==> config.mk <==
export PLATFORM = sky130hd
export DESIGN_NAME = asic_iosequencer
export DESIGN_NICKNAME = d
export VERILOG_FILES = /design/src/rtl/asic_iosequencer.sv
export SDC_FILE = /design/constraint.sdc
export NUM_CORES = 1
export LEC_CHECK = 0
export CAP_MARGIN = 20
export CELL_PAD_IN_SITES_DETAIL_PLACEMENT = 0
export CELL_PAD_IN_SITES_GLOBAL_PLACEMENT = 1
export CORE_UTILIZATION = 46
export CTS_BUF_LIST = sky130_fd_sc_hd__clkbuf_4 sky130_fd_sc_hd__clkbuf_8
export CTS_CLUSTER_DIAMETER = 80
export DETAILED_ROUTE_END_ITERATION = 12
export PLACE_DENSITY_LB_ADDON = 0.1
export SLEW_MARGIN = 10
export SYNTH_ARGS = -nofsm -noshare
export SYNTH_HDL_FRONTEND = slang
export SYNTH_SLANG_ARGS = --single-unit
export TNS_END_PERCENT = 20
==> constraint.sdc <==
create_clock -name clk -period 3.5 [get_ports clk]
set_clock_uncertainty 0.15 [all_clocks]
set_input_delay 0.875 -clock clk [delete_from_list [all_inputs] [get_ports clk]]
set_output_delay 0.875 -clock clk [all_outputs]
set_load 0.02 [all_outputs]
==> src/rtl/asic_iosequencer.sv <==
// ----------------------------------------------------------------------------
// asic_iosequencer
//
// Power-up and hold sequencer for the sky130 GPIO ring. One tech_cfg bus is
// broadcast to every asic_iobuf. Once supplies are good, the sequencer steps
// the high-voltage enables in a fixed order. It then releases the pad hold
// (HLD_H_N) and applies the drive mode. A level hold_req/hold_ack handshake
// lets the SoC freeze the pads. Losing pwr_good forces all pads to the safe,
// all-zero configuration.
//
// Handshake: hold_req is a level. hold_ack rises in the same registered
// update in which HLD_H_N drops and ready falls. hold_ack stays high as long
// as the pads are held. hold_ack falls on the first edge after hold_req is
// released. ready returns one full stage later, unless hold_req comes back
// first.
//
// Optional build macro: ASIC_IOSEQ_STEPCFG_EN
//   When defined, this adds the input step_cfg[CNT_W-1:0]. Its value, sampled
//   on entry to PWR_WAIT (0 treated as 1), is the stage length. Without the
//   macro the stage length is STEP_CYCLES.
//
// Ports
//   clk, rst    sequencer clock, async active-high reset
//   pwr_good    supply-good, already synchronous to clk
//   cfg_static  tech_cfg[12:6], captured only while OFF
//   cfg_vdda    tech_cfg[4:3], captured on entry to EN_IO
//   cfg_dm      tech_cfg[15:13] drive mode, live in ACTIVE
//   hold_req    level request to freeze pads
//   tech_cfg    pad control bus (registered)
//   hold_ack    pads currently held (registered)
//   ready       pads fully enabled and not held (registered)
//   state_o     current state encoding, for debug
// ----------------------------------------------------------------------------
module asic_iosequencer #(
  parameter int TECH_CFG_WIDTH = 16,
  parameter int STEP_CYCLES    = 16,
  parameter int CNT_W          = 16
) (
  input  logic                      clk,
  input  logic                      rst,
  input  logic                      pwr_good,
  input  logic [6:0]                cfg_static,
  input  logic [1:0]                cfg_vdda,
  input  logic [2:0]                cfg_dm,
  input  logic                      hold_req,
`ifdef ASIC_IOSEQ_STEPCFG_EN
  input  logic [CNT_W-1:0]          step_cfg,
`endif
  output logic [TECH_CFG_WIDTH-1:0] tech_cfg,
  output logic                      hold_ack,
  output logic                      ready,
  output logic [2:0]                state_o
);

  generate
    if (TECH_CFG_WIDTH != 16) begin : g_bad_width
      $error("asic_iosequencer: TECH_CFG_WIDTH must be 16");
    end
    if (STEP_CYCLES < 1 || STEP_CYCLES > 65535) begin : g_bad_step
      $error("asic_iosequencer: STEP_CYCLES must be within 1..65535");
    end
    if (CNT_W < 1 || (CNT_W < 31 && (2 ** CNT_W) <= STEP_CYCLES)) begin : g_bad_cnt
      $error("asic_iosequencer: CNT_W too narrow for STEP_CYCLES");
    end
  endgenerate

  typedef enum logic [2:0] {
    S_OFF      = 3'd0,
    S_PWR_WAIT = 3'd1,
    S_EN_H     = 3'd2,
    S_EN_IO    = 3'd3,
    S_ACTIVE   = 3'd4,
    S_HOLD     = 3'd5,
    S_UNHOLD   = 3'd6
  } state_t;

  state_t                      state_q, state_d;
  logic [CNT_W-1:0]            cnt_q, cnt_d;
  logic [CNT_W-1:0]            step_last;
  logic                        cnt_done;
  logic [6:0]                  shadow_q, shadow_d;
  logic [1:0]                  vdda_q, vdda_d;
  logic [2:0]                  dm_q, dm_d;
  logic [TECH_CFG_WIDTH-1:0]   cfg_q, cfg_d;
  logic                        hold_ack_q, hold_ack_d;
  logic                        ready_q, ready_d;

  // Last counter value of a timed stage: stage length minus one.
`ifdef ASIC_IOSEQ_STEPCFG_EN
  logic [CNT_W-1:0] step_len_q;

  always_ff @(posedge clk or posedge rst) begin
    if (rst) begin
      step_len_q <= CNT_W'(STEP_CYCLES);
    end else if (state_q == S_OFF && pwr_good) begin
      step_len_q <= (step_cfg == '0) ? CNT_W'(1) : step_cfg;
    end
  end

  assign step_last = step_len_q - CNT_W'(1);
`else
  assign step_last = CNT_W'(STEP_CYCLES - 1);
`endif

  assign cnt_done = (cnt_q == step_last);

  // Next state and step counter. Supply loss beats everything else.
  always_comb begin
    state_d = state_q;
    cnt_d   = '0;
    if (state_q != S_OFF && !pwr_good) begin
      state_d = S_OFF;
    end else begin
      case (state_q)
        S_OFF:      if (pwr_good) state_d = S_PWR_WAIT;
        S_PWR_WAIT: if (cnt_done) state_d = S_EN_H;   else cnt_d = cnt_q + CNT_W'(1);
        S_EN_H:     if (cnt_done) state_d = S_EN_IO;  else cnt_d = cnt_q + CNT_W'(1);
        S_EN_IO:    if (cnt_done) state_d = S_ACTIVE; else cnt_d = cnt_q + CNT_W'(1);
        S_ACTIVE:   if (hold_req) state_d = S_HOLD;
        S_HOLD:     if (!hold_req) state_d = S_UNHOLD;
        S_UNHOLD: begin
          // A fresh request during the release window re-holds at once
          // and discards the partial count.
          if (hold_req)      state_d = S_HOLD;
          else if (cnt_done) state_d = S_ACTIVE;
          else               cnt_d   = cnt_q + CNT_W'(1);
        end
        default:    state_d = S_OFF;
      endcase
    end
  end

  // The registered outputs are derived from the state being entered, so
  // they change on the same edge as the state.
  always_comb begin
    shadow_d   = (state_q == S_OFF) ? cfg_static : shadow_q;
    vdda_d     = (state_d == S_EN_IO && state_q != S_EN_IO) ? cfg_vdda : vdda_q;
    // DM tracks cfg_dm only while ACTIVE. It keeps its last value through
    // HOLD and UNHOLD.
    dm_d       = (state_d == S_ACTIVE) ? cfg_dm : dm_q;
    hold_ack_d = (state_d == S_HOLD);
    ready_d    = (state_d == S_ACTIVE);

    cfg_d = '0;
    case (state_d)
      S_EN_H: begin
        cfg_d[2:1] = 2'b11;
      end
      S_EN_IO, S_ACTIVE, S_HOLD, S_UNHOLD: begin
        cfg_d[2:1]  = 2'b11;
        cfg_d[5]    = 1'b1;
        cfg_d[4:3]  = vdda_d;
        cfg_d[12:6] = shadow_q;
      end
      default: ;
    endcase
    if (state_d == S_ACTIVE) begin
      cfg_d[0] = 1'b1;
    end
    if (state_d == S_ACTIVE || state_d == S_HOLD || state_d == S_UNHOLD) begin
      cfg_d[15:13] = dm_d;
    end
  end

  always_ff @(posedge clk or posedge rst) begin
    if (rst) begin
      state_q    <= S_OFF;
      cnt_q      <= '0;
      shadow_q   <= '0;
      vdda_q     <= '0;
      dm_q       <= '0;
      cfg_q      <= '0;
      hold_ack_q <= 1'b0;
      ready_q    <= 1'b0;
    end else begin
      state_q    <= state_d;
      cnt_q      <= cnt_d;
      shadow_q   <= shadow_d;
      vdda_q     <= vdda_d;
      dm_q       <= dm_d;
      cfg_q      <= cfg_d;
      hold_ack_q <= hold_ack_d;
      ready_q    <= ready_d;
    end
  end

  assign tech_cfg = cfg_q;
  assign hold_ack = hold_ack_q;
  assign ready    = ready_q;
  assign state_o  = state_q;

endmodule
==> flow_summary_export.csv <==
group,metric,value,unit
critical_path,crit_type,"reg2out",
clocking,cts_resized,0,
clocking,clk_latency,0.29,ns
synthesis,synth_edf_count,0,
timing,max_freq,368,MHz
floorplan,rows,24,
power_and_ir_drop,power_density,419,nW/µm²
power_and_ir_drop,power.share.clock,0.419,
power_and_ir_drop,pwr-share-seq,0.520,
drt,wl_per_cell,14.4,µm
place,dpl_cell_area,2510,µm²
power_and_ir_drop,p_sw,213,µW
hold_path,min_path_cells,1,
clocking,cts_setup_buffers,0,
synthesis,yosys-top-cells-area,"dfrtp_1, mux2_2, xor2_1",
hold_path,hold_start,"cnt_q[0]$_DFF_PP0_",
drt,postRouteAntennaNets,0,
final_layout,diodes,0,
timing,setup_viol_count_final,0,
synthesis,syn_nets,205,
power_and_ir_drop,power,1.11,mW
global_route,grt_pass1_vias,1544,
hold_path,hold_class,"reg2reg",
final_layout,finalInstanceArea,2650,µm²
power_and_ir_drop,switching_share,0.192,
critical_path,crit_chain,"clkdlybuf4s50_1",
critical_path,rr_worst_depth,4,
drt,dr.pass1.iters,4,
synthesis,synth-seq-cells,47,
place,routabilityCongestion,0.816,
critical_path,slowest_delay,0.71,ns
synthesis,synth_commonest_cells,"dfrtp_1, nand2_1, nor2_1, nand3_1",
critical_path,path_max_fanout,17,
power_and_ir_drop,p_int,895,µW
clocking,clockRootBuffer,"clkbuf_8",
clocking,clock-sinks,47,
floorplan,dieArea,4880,µm²
synthesis,synthCells,188,
timing,slew_headroom,0.346,
clocking,htree_levels,2,
power_and_ir_drop,peakVddDrop,384,µV
global_route,grt_max_degree,48,
synthesis,synth.distinct_cells,43,
clocking,ctsLongestPathBuffers,2,
final_layout,area_growth,24.9,%
critical_path,endpoint_kind,"primary output",
timing,setup_tns,0,ns
clocking,cts_tree,"yes",
run,drv_cap,0,
final_layout,layout-drive-gt1-share,0.155,
synthesis,synth_top_area_cell,"dfrtp_1",
drt,drtIter0Drc,113,
clocking,path_clk_slew,0.08,ns
critical_path,path_buf_inv,1,
synthesis,avgSynthCellArea,11.3,µm²
drt,drcViolationCount,0,
clocking,holdBufCountCts,0,
synthesis,synth_area,2120,µm²
floorplan,die_w,69.9,µm
critical_path,cp-startpoint,"state_o[1]$_DFF_PP0_",
timing,drv_slew,0,
synthesis,async_reset_ff_frac,1.00,
power_and_ir_drop,combPwrFrac,0.061,
global_route,grt_antenna_before_repair,0,
critical_path,critical-path-slowest-cell,"clkdlybuf4s50_1",
synthesis,ys_seq_area_frac,0.555,
synthesis,synthFlopType,"dfrtp_1",
final_layout,instances_no_fill,278,
status,status,"complete, no violations",
clocking,cts_buffers,5,
critical_path,cp.depth,1,
critical_path,worst_setup_path_start_kind,"register",
timing,rsz0062_at_grt,"no",
drt,vias,1524,
drt,drt_wl_total,4000,µm
critical_path,cp_data_arrival_time,1.70,ns
timing,period_share,0.777,
timing,worst_slew_pin_slew,0.974,ns
floorplan,core,4380,µm²
critical_path,crit_required,2.47,ns
critical_path,r2r_start,"cnt_q[5]$_DFF_PP0_",
synthesis,yosysTopAreaCellShare,0.555,
place,dp.cells,270,
power_and_ir_drop,p_leak,1.11,nW
timing,hold_viol,0,
floorplan,start_util,0.483,
synthesis,synthMostInstantiatedCell,"dfrtp_1",
critical_path,cp_top_family,"buffers and inverters",
floorplan,ios,37,
floorplan,fp.dieH,69.9,µm
global_route,track_usage,0.181,
timing,fin_crit,2.72,ns
final_layout,nets,242,
global_route,grt_pass1_wl,6930,µm
global_route,overflow,0,
place,dp.final_hpwl,2770,µm
drt,via_per_inst,5.48,
place,portBuffers,36,
synthesis,yosysWarnings,0,
-- area by class of cell --
| class | instances | area (µm²) |
|---|---|---|
| fill | 350 | 1740 |
| sequential | 47 | 1180 |
| multi-input combinational | 131 | 886 |
| timing repair buffer | 38 | 375 |
| clock buffer | 6 | 76.3 |
| tap | 52 | 65.1 |
| clock inverter | 2 | 60.1 |
| inverter | 2 | 7.51 |
-- cells in the final DEF (no fill, tap or decap), types with 2 or more instances in the layout --
cell type	n
nor4_1	3
o211ai_1	2
bufinv_16	2
clkdlybuf4s50_1	36
nand2b_1	3
or4_1	2
xnor2_1	4
xor2_1	7
a31oi_1	2
buf_4	2
mux2_2	8
and2_1	8
a21oi_1	6
nor2_1	16
dfrtp_1	47
or4_4	3
or3_1	2
nand2_1	16
nand4_1	2
nor3_1	5
nor3b_1	2
mux2_4	3
o21ai_0	7
nand3_1	10
a22o_2	3
clkbuf_8	5
-- state kept, by name (all words and copies together), names as in the netlist --
signal	flops
cnt_q	16
shadow_q	7
state_o	3
dm_q	3
tech_cfg	15
hold_ack	1
vdda_q	2
-- power by group through the flow --
| stage | Sequential [mW] | Combinational (mW) | Clock [mW] |
|---|---|---|---|
| after CTS | 0.577 | 0.0692 | 0.480 |
| after global placement | 0.586 | 0.0667 | 0 |
| after floorplan | 0.583 | 0.0438 | 0 |
| final | 0.577 | 0.0677 | 0.464 |
| after detailed placement | 0.588 | 0.0692 | 0 |
| after global routing | 0.580 | 0.0752 | 0.501 |
-- through the flow --
step / utilization / hold WS (ns) / setup slack (ns)
5_1_grt: 0.604 / 0.345 / 0.689
6_report: 0.604 / 0.315 / 0.779
3_3_place_gp: 0.572 / 0.295 / 0.903
3_5_place_dp: 0.572 / 0.304 / 0.872
2_1_floorplan: - / 0.280 / 1.11
4_1_cts: 0.604 / 0.316 / 0.782
-- worst paths after layout --
kind | end | slack (ns)
max in group asynchronous | cnt_q[13]$_DFF_PP0_ | 1.93
setup reg to reg | dm_q[0]$_DFF_PP0_ | 0.99
min in group asynchronous | shadow_q[5]$_DFFE_PP0P_ | 0.88
setup / recovery | state_o[1] | 0.78
hold / removal | cnt_q[0]$_DFF_PP0_ | 0.31
hold reg to reg | cnt_q[0]$_DFF_PP0_ | 0.31
-- cells by family after synthesis --
group,share of synthesized area
compound gates,0.105
xor+xnor,0.0455
fa+ha+maj,0.00591
buf+inv,0.0266
flops,0.555
mux,0.0638
simple gates,0.198
-- worst reg2reg max path: stages, from the launching register on --
cell,delay [ns]
dfrtp_1,0.46
or4_4,0.58
or4_4,0.60
a21oi_4,0.29
mux2_4,0.33
-- per-layer routing --
layer / global-route usage / vias up / part of all wire
met2: 0.311 / 32 / 0.51
met5: 0 / - / 0
met3: 0.0519 / 7 / 0.036
met1: 0.214 / 746 / 0.44
li1: - / 739 / -
met4: 0.0733 / 0 / 0.016
Note: power is estimated with default switching activity, not from simulation.
